==> src/rtl/activation_if.sv <==
// activation_if: handshake bundle between the hard-sigmoid activation stage,
// the upstream inner-product neuron and the downstream layer.
//
// Parameters:
//   W - activation output width
//
// Signals:
//   train                            - selects the backward pass at the result handshake
//   argument_valid/ready/data[15:0]  - signed Q8.8 pre-activation from the neuron
//   result_valid/ready/data[W-1:0]   - unsigned activation to the next layer
//   error_valid/ready/data[15:0]     - signed error from the next layer
//   propagate_valid/ready/data[15:0] - scaled error back into the neuron
//
// Modports:
//   slave  - the activation stage
//   master - the surrounding fabric (neuron + next layer)
interface activation_if #(
  parameter int W = 8
);
  logic                train;
  logic                argument_valid;
  logic                argument_ready;
  logic signed [15:0]  argument_data;
  logic                result_valid;
  logic                result_ready;
  logic [W-1:0]        result_data;
  logic                error_valid;
  logic                error_ready;
  logic signed [15:0]  error_data;
  logic                propagate_valid;
  logic                propagate_ready;
  logic signed [15:0]  propagate_data;

  modport slave (
    input  train,
    input  argument_valid, argument_data,
    output argument_ready,
    output result_valid, result_data,
    input  result_ready,
    input  error_valid, error_data,
    output error_ready,
    output propagate_valid, propagate_data,
    input  propagate_ready
  );

  modport master (
    output train,
    output argument_valid, argument_data,
    input  argument_ready,
    input  result_valid, result_data,
    output result_ready,
    output error_valid, error_data,
    input  error_ready,
    input  propagate_valid, propagate_data,
    output propagate_ready
  );
endinterface

==> src/rtl/activation.sv <==
// activation: hard-sigmoid stage downstream of the inner-product neuron.
//
// Forward pass: y = (argument >>> SLOPE) + 2**(W-1), clamped to [0, 2**W-1].
// Training pass (train=1 at the result handshake): the next layer's error is
// scaled by the derivative (2**-SLOPE in the linear region, 0 when saturated)
// and handed back to the neuron.
//
// Parameters:
//   W     - activation output width (full scale 2**W-1 ~ 1.0)
//   SLOPE - right shift applied to the input (linear gradient 2**-SLOPE)
//
// Ports:
//   clock - system clock
//   reset - asynchronous, active-high reset
//   bus   - activation_if.slave handshake bundle (argument, result, error,
//           propagate channels plus train)
//
// Build option:
//   ACTIVATION_LEAKY_EN - when defined, the saturated-region gradient is
//                         error >>> (SLOPE+4) instead of 0.
module activation #(
  parameter int W     = 8,
  parameter int SLOPE = 2
) (
  input  logic          clock,
  input  logic          reset,
  activation_if.slave   bus
);

  localparam int FULL = (1 << W) - 1;
  localparam int HALF = 1 << (W - 1);

  typedef enum logic [1:0] {
    ARG = 2'd0,
    RES = 2'd1,
    DEL = 2'd2,
    PRP = 2'd3
  } state_t;

  state_t              state, state_next;

  logic                result_valid_q, result_valid_d;
  logic [W-1:0]        result_data_q, result_data_d;
  logic                propagate_valid_q, propagate_valid_d;
  logic signed [15:0]  propagate_data_q, propagate_data_d;
  logic                saturated_q, saturated_d;

  // Forward datapath, evaluated every cycle and captured at the argument handshake.
  logic signed [31:0]  arg_ext;
  logic signed [31:0]  arg_shift;
  logic signed [31:0]  y;
  logic                y_low, y_high;
  logic [W-1:0]        y_clamped;

  always_comb begin
    arg_ext   = 32'(bus.argument_data);
    arg_shift = arg_ext >>> SLOPE;
    y         = arg_shift + HALF;
    y_low     = (y < 0);
    y_high    = (y > FULL);
    if (y_low)
      y_clamped = '0;
    else if (y_high)
      y_clamped = W'(FULL);
    else
      y_clamped = y[W-1:0];
  end

  // Backward datapath: derivative-scaled error for each region.
  logic signed [15:0]  err_linear;
  logic signed [15:0]  err_saturated;

  always_comb begin
    err_linear = bus.error_data >>> SLOPE;
`ifdef ACTIVATION_LEAKY_EN
    err_saturated = bus.error_data >>> (SLOPE + 4);
`else
    err_saturated = '0;
`endif
  end

  // Ready is implied by the state in each case arm, so only valid is tested.
  always_comb begin
    state_next        = state;
    result_valid_d    = result_valid_q;
    result_data_d     = result_data_q;
    propagate_valid_d = propagate_valid_q;
    propagate_data_d  = propagate_data_q;
    saturated_d       = saturated_q;

    case (state)
      ARG: begin
        if (bus.argument_valid) begin
          result_data_d  = y_clamped;
          saturated_d    = y_low | y_high;
          result_valid_d = 1'b1;
          state_next     = RES;
        end
      end
      RES: begin
        if (result_valid_q && bus.result_ready) begin
          result_valid_d = 1'b0;
          state_next     = bus.train ? DEL : ARG;
        end
      end
      DEL: begin
        if (bus.error_valid) begin
          propagate_data_d  = saturated_q ? err_saturated : err_linear;
          propagate_valid_d = 1'b1;
          state_next        = PRP;
        end
      end
      PRP: begin
        if (propagate_valid_q && bus.propagate_ready) begin
          propagate_valid_d = 1'b0;
          state_next        = ARG;
        end
      end
      default: begin
        state_next = ARG;
      end
    endcase
  end

  always_ff @(posedge clock or posedge reset) begin
    if (reset) begin
      state <= ARG;
    end else begin
      state <= state_next;
    end
  end

  always_ff @(posedge clock or posedge reset) begin
    if (reset) begin
      result_valid_q    <= 1'b0;
      result_data_q     <= '0;
      propagate_valid_q <= 1'b0;
      propagate_data_q  <= '0;
      saturated_q       <= 1'b0;
    end else begin
      result_valid_q    <= result_valid_d;
      result_data_q     <= result_data_d;
      propagate_valid_q <= propagate_valid_d;
      propagate_data_q  <= propagate_data_d;
      saturated_q       <= saturated_d;
    end
  end

  assign bus.argument_ready  = (state == ARG);
  assign bus.error_ready     = (state == DEL);
  assign bus.result_valid    = result_valid_q;
  assign bus.result_data     = result_data_q;
  assign bus.propagate_valid = propagate_valid_q;
  assign bus.propagate_data  = propagate_data_q;

  // Each valid flag tracks exactly one state.
  a_result_valid_state: assert property (
    @(posedge clock) disable iff (reset) result_valid_q == (state == RES));
  a_propagate_valid_state: assert property (
    @(posedge clock) disable iff (reset) propagate_valid_q == (state == PRP));

endmodule
==> src/flat_wrapper.sv <==
// flat-port wrapper written by rule: the top's interface ports become plain ports
module activation_flat 
#(
  parameter int W     = 8,
  parameter int SLOPE = 2
)
  (clock, reset, bus_train, bus_argument_valid, bus_argument_data, bus_argument_ready, bus_result_valid, bus_result_data, bus_result_ready, bus_error_valid, bus_error_data, bus_error_ready, bus_propagate_valid, bus_propagate_data, bus_propagate_ready);
  activation_if #(.W(W)) bus_i ();
  input  logic clock;
  input  logic reset;
  input wire logic [$bits(bus_i.train)-1:0] bus_train;
  input wire logic [$bits(bus_i.argument_valid)-1:0] bus_argument_valid;
  input wire logic [$bits(bus_i.argument_data)-1:0] bus_argument_data;
  output wire logic [$bits(bus_i.argument_ready)-1:0] bus_argument_ready;
  output wire logic [$bits(bus_i.result_valid)-1:0] bus_result_valid;
  output wire logic [$bits(bus_i.result_data)-1:0] bus_result_data;
  input wire logic [$bits(bus_i.result_ready)-1:0] bus_result_ready;
  input wire logic [$bits(bus_i.error_valid)-1:0] bus_error_valid;
  input wire logic [$bits(bus_i.error_data)-1:0] bus_error_data;
  output wire logic [$bits(bus_i.error_ready)-1:0] bus_error_ready;
  output wire logic [$bits(bus_i.propagate_valid)-1:0] bus_propagate_valid;
  output wire logic [$bits(bus_i.propagate_data)-1:0] bus_propagate_data;
  input wire logic [$bits(bus_i.propagate_ready)-1:0] bus_propagate_ready;
  assign bus_i.train = bus_train;
  assign bus_i.argument_valid = bus_argument_valid;
  assign bus_i.argument_data = bus_argument_data;
  assign bus_argument_ready = bus_i.argument_ready;
  assign bus_result_valid = bus_i.result_valid;
  assign bus_result_data = bus_i.result_data;
  assign bus_i.result_ready = bus_result_ready;
  assign bus_i.error_valid = bus_error_valid;
  assign bus_i.error_data = bus_error_data;
  assign bus_error_ready = bus_i.error_ready;
  assign bus_propagate_valid = bus_i.propagate_valid;
  assign bus_propagate_data = bus_i.propagate_data;
  assign bus_i.propagate_ready = bus_propagate_ready;
  activation #(.W(W), .SLOPE(SLOPE)) u_core (.clock(clock), .reset(reset), .bus(bus_i));
endmodule
==> config.mk <==
export PLATFORM = sky130hd
export DESIGN_NAME = activation_flat
export DESIGN_NICKNAME = d
export VERILOG_FILES = /design/src/rtl/activation_if.sv /design/src/rtl/activation.sv /design/src/flat_wrapper.sv
export SDC_FILE = /design/constraint.sdc
export NUM_CORES = 1
export LEC_CHECK = 0
export CAP_MARGIN = 20
export CORE_MARGIN = 10
export CORE_UTILIZATION = 43
export CTS_BUF_LIST = sky130_fd_sc_hd__clkbuf_8
export CTS_CLUSTER_DIAMETER = 120
export CTS_CLUSTER_SIZE = 12
export DETAILED_ROUTE_END_ITERATION = 8
export PLACE_DENSITY = 0.86
export SETUP_SLACK_MARGIN = 0.05
export SYNTH_ARGS = -nofsm -noshare
export SYNTH_HDL_FRONTEND = slang
export SYNTH_SLANG_ARGS = --single-unit
==> constraint.sdc <==
create_clock -name clock -period 2.9 [get_ports clock]
set_clock_uncertainty 0.2 [all_clocks]
set_input_delay 0.58 -clock clock [delete_from_list [all_inputs] [get_ports clock]]
set_output_delay 0.58 -clock clock [all_outputs]
set_load 0.02 [all_outputs]
==> impl_metrics.json, run 1 <==
{
  "outcome": "completed",
  "root_buffer": "clkbuf_8",
  "grt_pass1_vias": 1244,
  "p_per_area_mw_per_mm2": 824,
  "max_cap_viol_count": 0,
  "synth.distinct_cells": 28,
  "grt_pass1_wl_um": 5760,
  "p_switching_mw": 0.611,
  "swShare": 0.380,
  "fin_hold_ws_ns": 0.285,
  "clkSlewWorstSetupHoldPaths_ns": 0.09,
  "cts_tree": "yes",
  "seq_power_share": 0.387,
  "end_kind": "output port",
  "hp-class": "reg2reg",
  "hold_violations": 0,
  "rsz0062_at_grt": "no",
  "cp_max_fo": 10,
  "p_clk_frac": 0.131,
  "vias": 1175,
  "grt-ovfl-total": 0,
  "finalSetupTns_ns": 0,
  "start_util": 0.457,
  "avgSynthCellArea_um2": 10.1,
  "cts_buffer_depth": 2,
  "worst_slew_pin_slew_ns": 0.710,
  "grt_usage": 0.130,
  "postCtsResizedCells": 0,
  "dieHeight_um": 74.6,
  "syn-instance-count": 127,
  "wl_per_cell_um": 16.5,
  "cp.arrival_ns": 1.59,
  "drcViolationCount": 0,
  "slowest_stage": "clkdlybuf4s50_1",
  "cts_made_buffers": 3,
  "clkSinkCount": 27,
  "dieArea_mm2": 0.00556,
  "insertion_delay_ns": 0.27,
  "drive_gt1_frac": 0.0430,
  "final_common_cell": "clkdlybuf4s50_1",
  "fin_crit_sh": 0.817,
  "ant_nets": 0,
  "relSlewSlack": 0.526,
  "fill_cells": 238,
  "mostFrequentLayoutCells": "62 x clkdlybuf4s50_1, 27 x dfrtp_1, 18 x nand2_1, 18 x o21ai_0, 14 x nand2b_1",
  "ys_ff_latch": 27,
  "start_kind": "flip-flop",
  "core_mm2": 0.00281,
  "antenna_found_initial": 0,
  "rows": 19,
  "postLayoutCoreUtil": 0.696,
  "drtIter0Drc": 71,
  "ys_seq_area_frac": 0.527,
  "final_max_slew_viol_count": 0,
  "place_ws_ns": 0.301,
  "place_congestion": 0.758,
  "dp_hpwl_um": 2920,
  "synth_area_mm2": 0.00128,
  "first_pass_iters": 4,
  "crit_family": "buffers and inverters",
  "io_pins": 67,
  "synthesis.nets": 167,
  "grt_max_degree": 29,
  "total_power_mw": 1.61,
  "viasPerCell": 5.41,
  "path_buf_inv": 1,
  "crit_required_ns": 2.12,
  "cts_hold_buf": 0,
  "path_class": "reg2out",
  "nNetsFinal": 227,
  "clock.fmax_ghz": 0.422,
  "htreeDepth": 1,
  "antenna_cells": 0,
  "wl_um": 3580,
  "fin_ws_ns": 0.530,
  "die_width_um": 74.6,
  "postCtsSetupBuffers": 0,
  "yosys_warnings": 0,
  "min_period_ns": 2.37,
  "path_cells": "nor2b_1, clkdlybuf4s50_1",
  "ir_worst_vdd_mv": 0.562,
  "syn_to_final_growth_pct": 52.3,
  "p_int_mw": 0.996,
  "finalSetupViolations": 0,
  "crit_path_max_incr_delay_ns": 0.62,
  "leakagePower_nw": 0.779,
  "combPwrFrac": 0.482,
  "io_buffers": 62
}
state kept, by name, indices dropped and copies added, names as in the netlist, named ones only:
| signal | cells |
|---|---|
| u_core.bus.propagate_data | 14 |
| u_core.bus.result_valid | 1 |
| u_core.saturated_q | 1 |
| u_core.bus.result_data | 8 |
| u_core.bus.propagate_valid | 1 |
| u_core.state | 1 |
cells in the mapped netlist:
master / instances / area share
o2bb2ai_1: 1 / 0.0068
nand2_1: 18 / 0.053
a21o_1: 1 / 0.0059
nand4_1: 2 / 0.0098
a211oi_4: 1 / 0.016
nor2_1: 2 / 0.0059
buf_4: 2 / 0.012
nand2b_1: 14 / 0.068
o21a_1: 1 / 0.0059
inv_1: 4 / 0.012
a21oi_1: 2 / 0.0078
nand3_1: 7 / 0.027
a221o_1: 7 / 0.055
a311oi_4: 1 / 0.021
buf_2: 4 / 0.016
o21ai_0: 18 / 0.070
a31oi_1: 1 / 0.0049
nor3_1: 1 / 0.0039
o21ai_1: 2 / 0.0078
a41oi_1: 1 / 0.0068
ha_1: 1 / 0.0098
clkbuf_1: 2 / 0.0059
nor2_2: 1 / 0.0049
xor2_1: 3 / 0.021
a211o_1: 1 / 0.0068
o211ai_1: 1 / 0.0059
dfrtp_1: 27 / 0.53
nor2b_1: 1 / 0.0049
stage by stage:
stage	instances	area (um2)
5_1_grt	217	1950
3_5_place_dp	213	1910
2_1_floorplan	127	1280
3_3_place_gp	213	1910
4_1_cts	217	1950
6_report	217	1950
worst reg2reg max path: stages (launching register included):
cell and delay, ns:
dfrtp_1 0.48, inv_1 0.13, nand3_1 0.36, a311oi_4 0.53, a221o_1 0.19
final cells by class:
cell class,instances,area [um2],area share
Sequential cell,27,676,0.346
Timing Repair Buffer,63,628,0.322
Multi-Input combinational cell,88,548,0.281
Clock buffer,3,41.3,0.0212
Tap cell,31,38.8,0.0199
Inverter,4,15.0,0.00769
Clock inverter,1,5.00,0.00256
path summary, 6_finish.rpt:
check / startpoint / cells after the start / end / slack, ns
worst max-delay path: flip-flop / 2 / bus_error_ready / 0.53
worst min-delay path: u_core.bus.propagate_data[8] / 2 / u_core.bus.propagate_data[8] / 0.28
worst max register to register: flip-flop / 4 / u_core.bus.result_data[5] / 0.95
worst min register to register: u_core.bus.propagate_data[8] / 2 / u_core.bus.propagate_data[8] / 0.28
max in group asynchronous: reset / 3 / u_core.bus.propagate_data[6] / 1.75
min in group asynchronous: reset / 3 / u_core.bus.propagate_data[1] / 0.50
per-layer routing:
metal  GRT usage  share of wire
met2       0.231           0.49
met5           0              0
met3      0.0545           0.12
met1       0.142           0.38
met4      0.0252         0.0053
power by group through the flow:
stage | clock [mW] | sequential, mW | combinational [mW]
after CTS | 0.214 | 0.622 | 0.789
after detailed placement | 0 | 0.627 | 0.788
after global routing | 0.229 | 0.644 | 0.840
after floorplan | 0 | 0.743 | 0.281
final | 0.210 | 0.622 | 0.775
after global placement | 0 | 0.619 | 0.766
cells by family (layout without fill, tap and decap cells):
family,count (synthesis),after routing,share of synthesized area
flops,27,27,0.527
xor+xnor,3,3,0.0205
buf+inv,12,71,0.0449
compound gates,38,38,0.220
simple gates,46,46,0.178
fa+ha+maj,1,1,0.00976
Note: power is estimated with default switching activity, not from simulation.
==> inputs of run 2 (changes only) <==
CORE_UTILIZATION = 36   (was 43)
PLACE_DENSITY = 0.77   (was 0.86)
clock period = 2 ns   (was 2.9 ns; I/O delays follow)
==> impl_metrics.json, run 2 (synthesis gave the netlist of run 1 again) <==
{
  "outcome": "completed",
  "io_pins": 67,
  "crit_path_max_incr_delay_ns": 0.63,
  "cts_hold_buf": 0,
  "viasPerCell": 5.00,
  "antenna_cells": 0,
  "vias": 1221,
  "drtIter0Drc": 42,
  "largest_register_ffs": 14,
  "place_ws_ns": -0.368,
  "clock.fmax_ghz": 0.526,
  "nNetsFinal": 239,
  "grt_usage": 0.118,
  "clkSinkCount": 27,
  "leakagePower_nw": 0.879,
  "hold_violations": 0,
  "antenna_found_initial": 0,
  "cts_buffer_depth": 2,
  "die_width_um": 79.7,
  "final_common_cell": "clkdlybuf4s50_1",
  "fin_crit_sh": 0.950,
  "core_mm2": 0.00339,
  "slowest_stage": "clkdlybuf4s50_1",
  "clkSlewWorstSetupHoldPaths_ns": 0.09,
  "final_max_slew_viol_count": 0,
  "path_buf_inv": 1,
  "relSlewSlack": 0.749,
  "start_util": 0.378,
  "rsz0062_at_grt": "no",
  "root_buffer": "clkbuf_8",
  "first_pass_iters": 3,
  "worst_slew_pin_slew_ns": 0.376,
  "total_power_mw": 2.37,
  "start_kind": "flip-flop",
  "cts_tree": "yes",
  "grt_pass1_vias": 1313,
  "crit_required_ns": 1.40,
  "ir_worst_vdd_mv": 0.585,
  "wl_per_cell_um": 15.5,
  "insertion_delay_ns": 0.27,
  "place_congestion": 0.733,
  "ant_nets": 0,
  "mostFrequentLayoutCells": "52 x clkdlybuf4s50_1, 27 x dfrtp_1, 18 x nand2_1, 18 x o21ai_0, 14 x nand2b_1",
  "grt_max_degree": 29,
  "dp_hpwl_um": 2970,
  "io_buffers": 62,
  "syn_to_final_growth_pct": 64.2,
  "postLayoutCoreUtil": 0.621,
  "cp.arrival_ns": 1.30,
  "wl_um": 3790,
  "fin_hold_ws_ns": 0.278,
  "design_area_mm2": 0.00210,
  "path_cells": "clkdlybuf4s50_1",
  "finalSetupViolations": 0,
  "drive_gt1_frac": 0.126,
  "path_class": "reg2out",
  "p_per_area_mw_per_mm2": 1130,
  "placed_area_mm2": 0.00198,
  "hp-class": "in2async",
  "max_cap_viol_count": 0,
  "dieArea_mm2": 0.00634,
  "crit_family": "buffers and inverters",
  "drcViolationCount": 0,
  "htreeDepth": 1,
  "dieHeight_um": 79.7,
  "fill_cells": 286,
  "min_period_ns": 1.90,
  "rows": 21,
  "grt-ovfl-total": 0,
  "fin_ws_ns": 0.100,
  "cp_max_fo": 4,
  "grt_pass1_wl_um": 6250,
  "cts_made_buffers": 3,
  "end_kind": "output port",
  "reg2reg_slack_ns": 0.25
}
run 2: final timing paths:
kind,from,end,cells past startpoint
max reg2reg,flip-flop,u_core.bus.result_data[6],5
min in group clock,u_core.bus.propagate_data[11],u_core.bus.propagate_data[11],2
min reg2reg,u_core.bus.propagate_data[11],u_core.bus.propagate_data[11],2
max in group asynchronous,reset,u_core.bus.propagate_data[3],3
max,u_core.bus.propagate_valid,bus_propagate_valid,1
min,reset,u_core.bus.propagate_data[9],3
run 2: routing by layer:
metal,share of wire,wire length (um),GRT usage
met5,0,0,0
met4,0.0055,21,0.0358
met3,0.10,384,0.0462
met2,0.50,1900,0.204
met1,0.39,1490,0.131
run 2: worst register-to-register path, stage by stage, from the launching register on:
cell and delay (ns):
dfrtp_1 0.43, buf_4 0.17, inv_1 0.09, nand3_1 0.18, buf_4 0.23, a221o_1 0.35
run 2: area by class of cell:
class,count,area [um2],area share
multi-input combinational,88,584,0.278
inverter,4,15.0,0.00714
timing repair buffer,75,722,0.343
sequential,27,676,0.321
tap,46,57.6,0.0274
clock inverter,1,7.51,0.00357
clock buffer,3,41.3,0.0196
run 2: report_power, final:
part	switching, mW	internal [mW]	total, mW
combinational	0.584	0.588	1.17
clock	0.168	0.141	0.309
sequential	0.149	0.744	0.893
total	0.902	1.47	2.37
run 2: metrics by stage:
stage / TNS [ns] / instances
6_report: 0 / 244
3_3_place_gp: -2.35 / 235
5_1_grt: 0 / 244
4_1_cts: 0 / 241
3_5_place_dp: -3.02 / 235
2_1_floorplan: 0 / 127
run 2: timing repair:
| action | in CTS | in global routing |
|---|---|---|
| resized for setup | 12 | 6 |
| cloned | 0 | 0 |
| hold endpoints to repair | 0 | 0 |
| pin swaps | 2 | 3 |
| buffers inserted | 2 | 3 |
| setup endpoints to repair | 10 | 7 |
==> inputs of run 3 (changes only) <==
CTS_CLUSTER_SIZE = 16   (was 12)
==> results of run 3 <==
The final DEF is identical to that of run 2; final timing and power are the same.
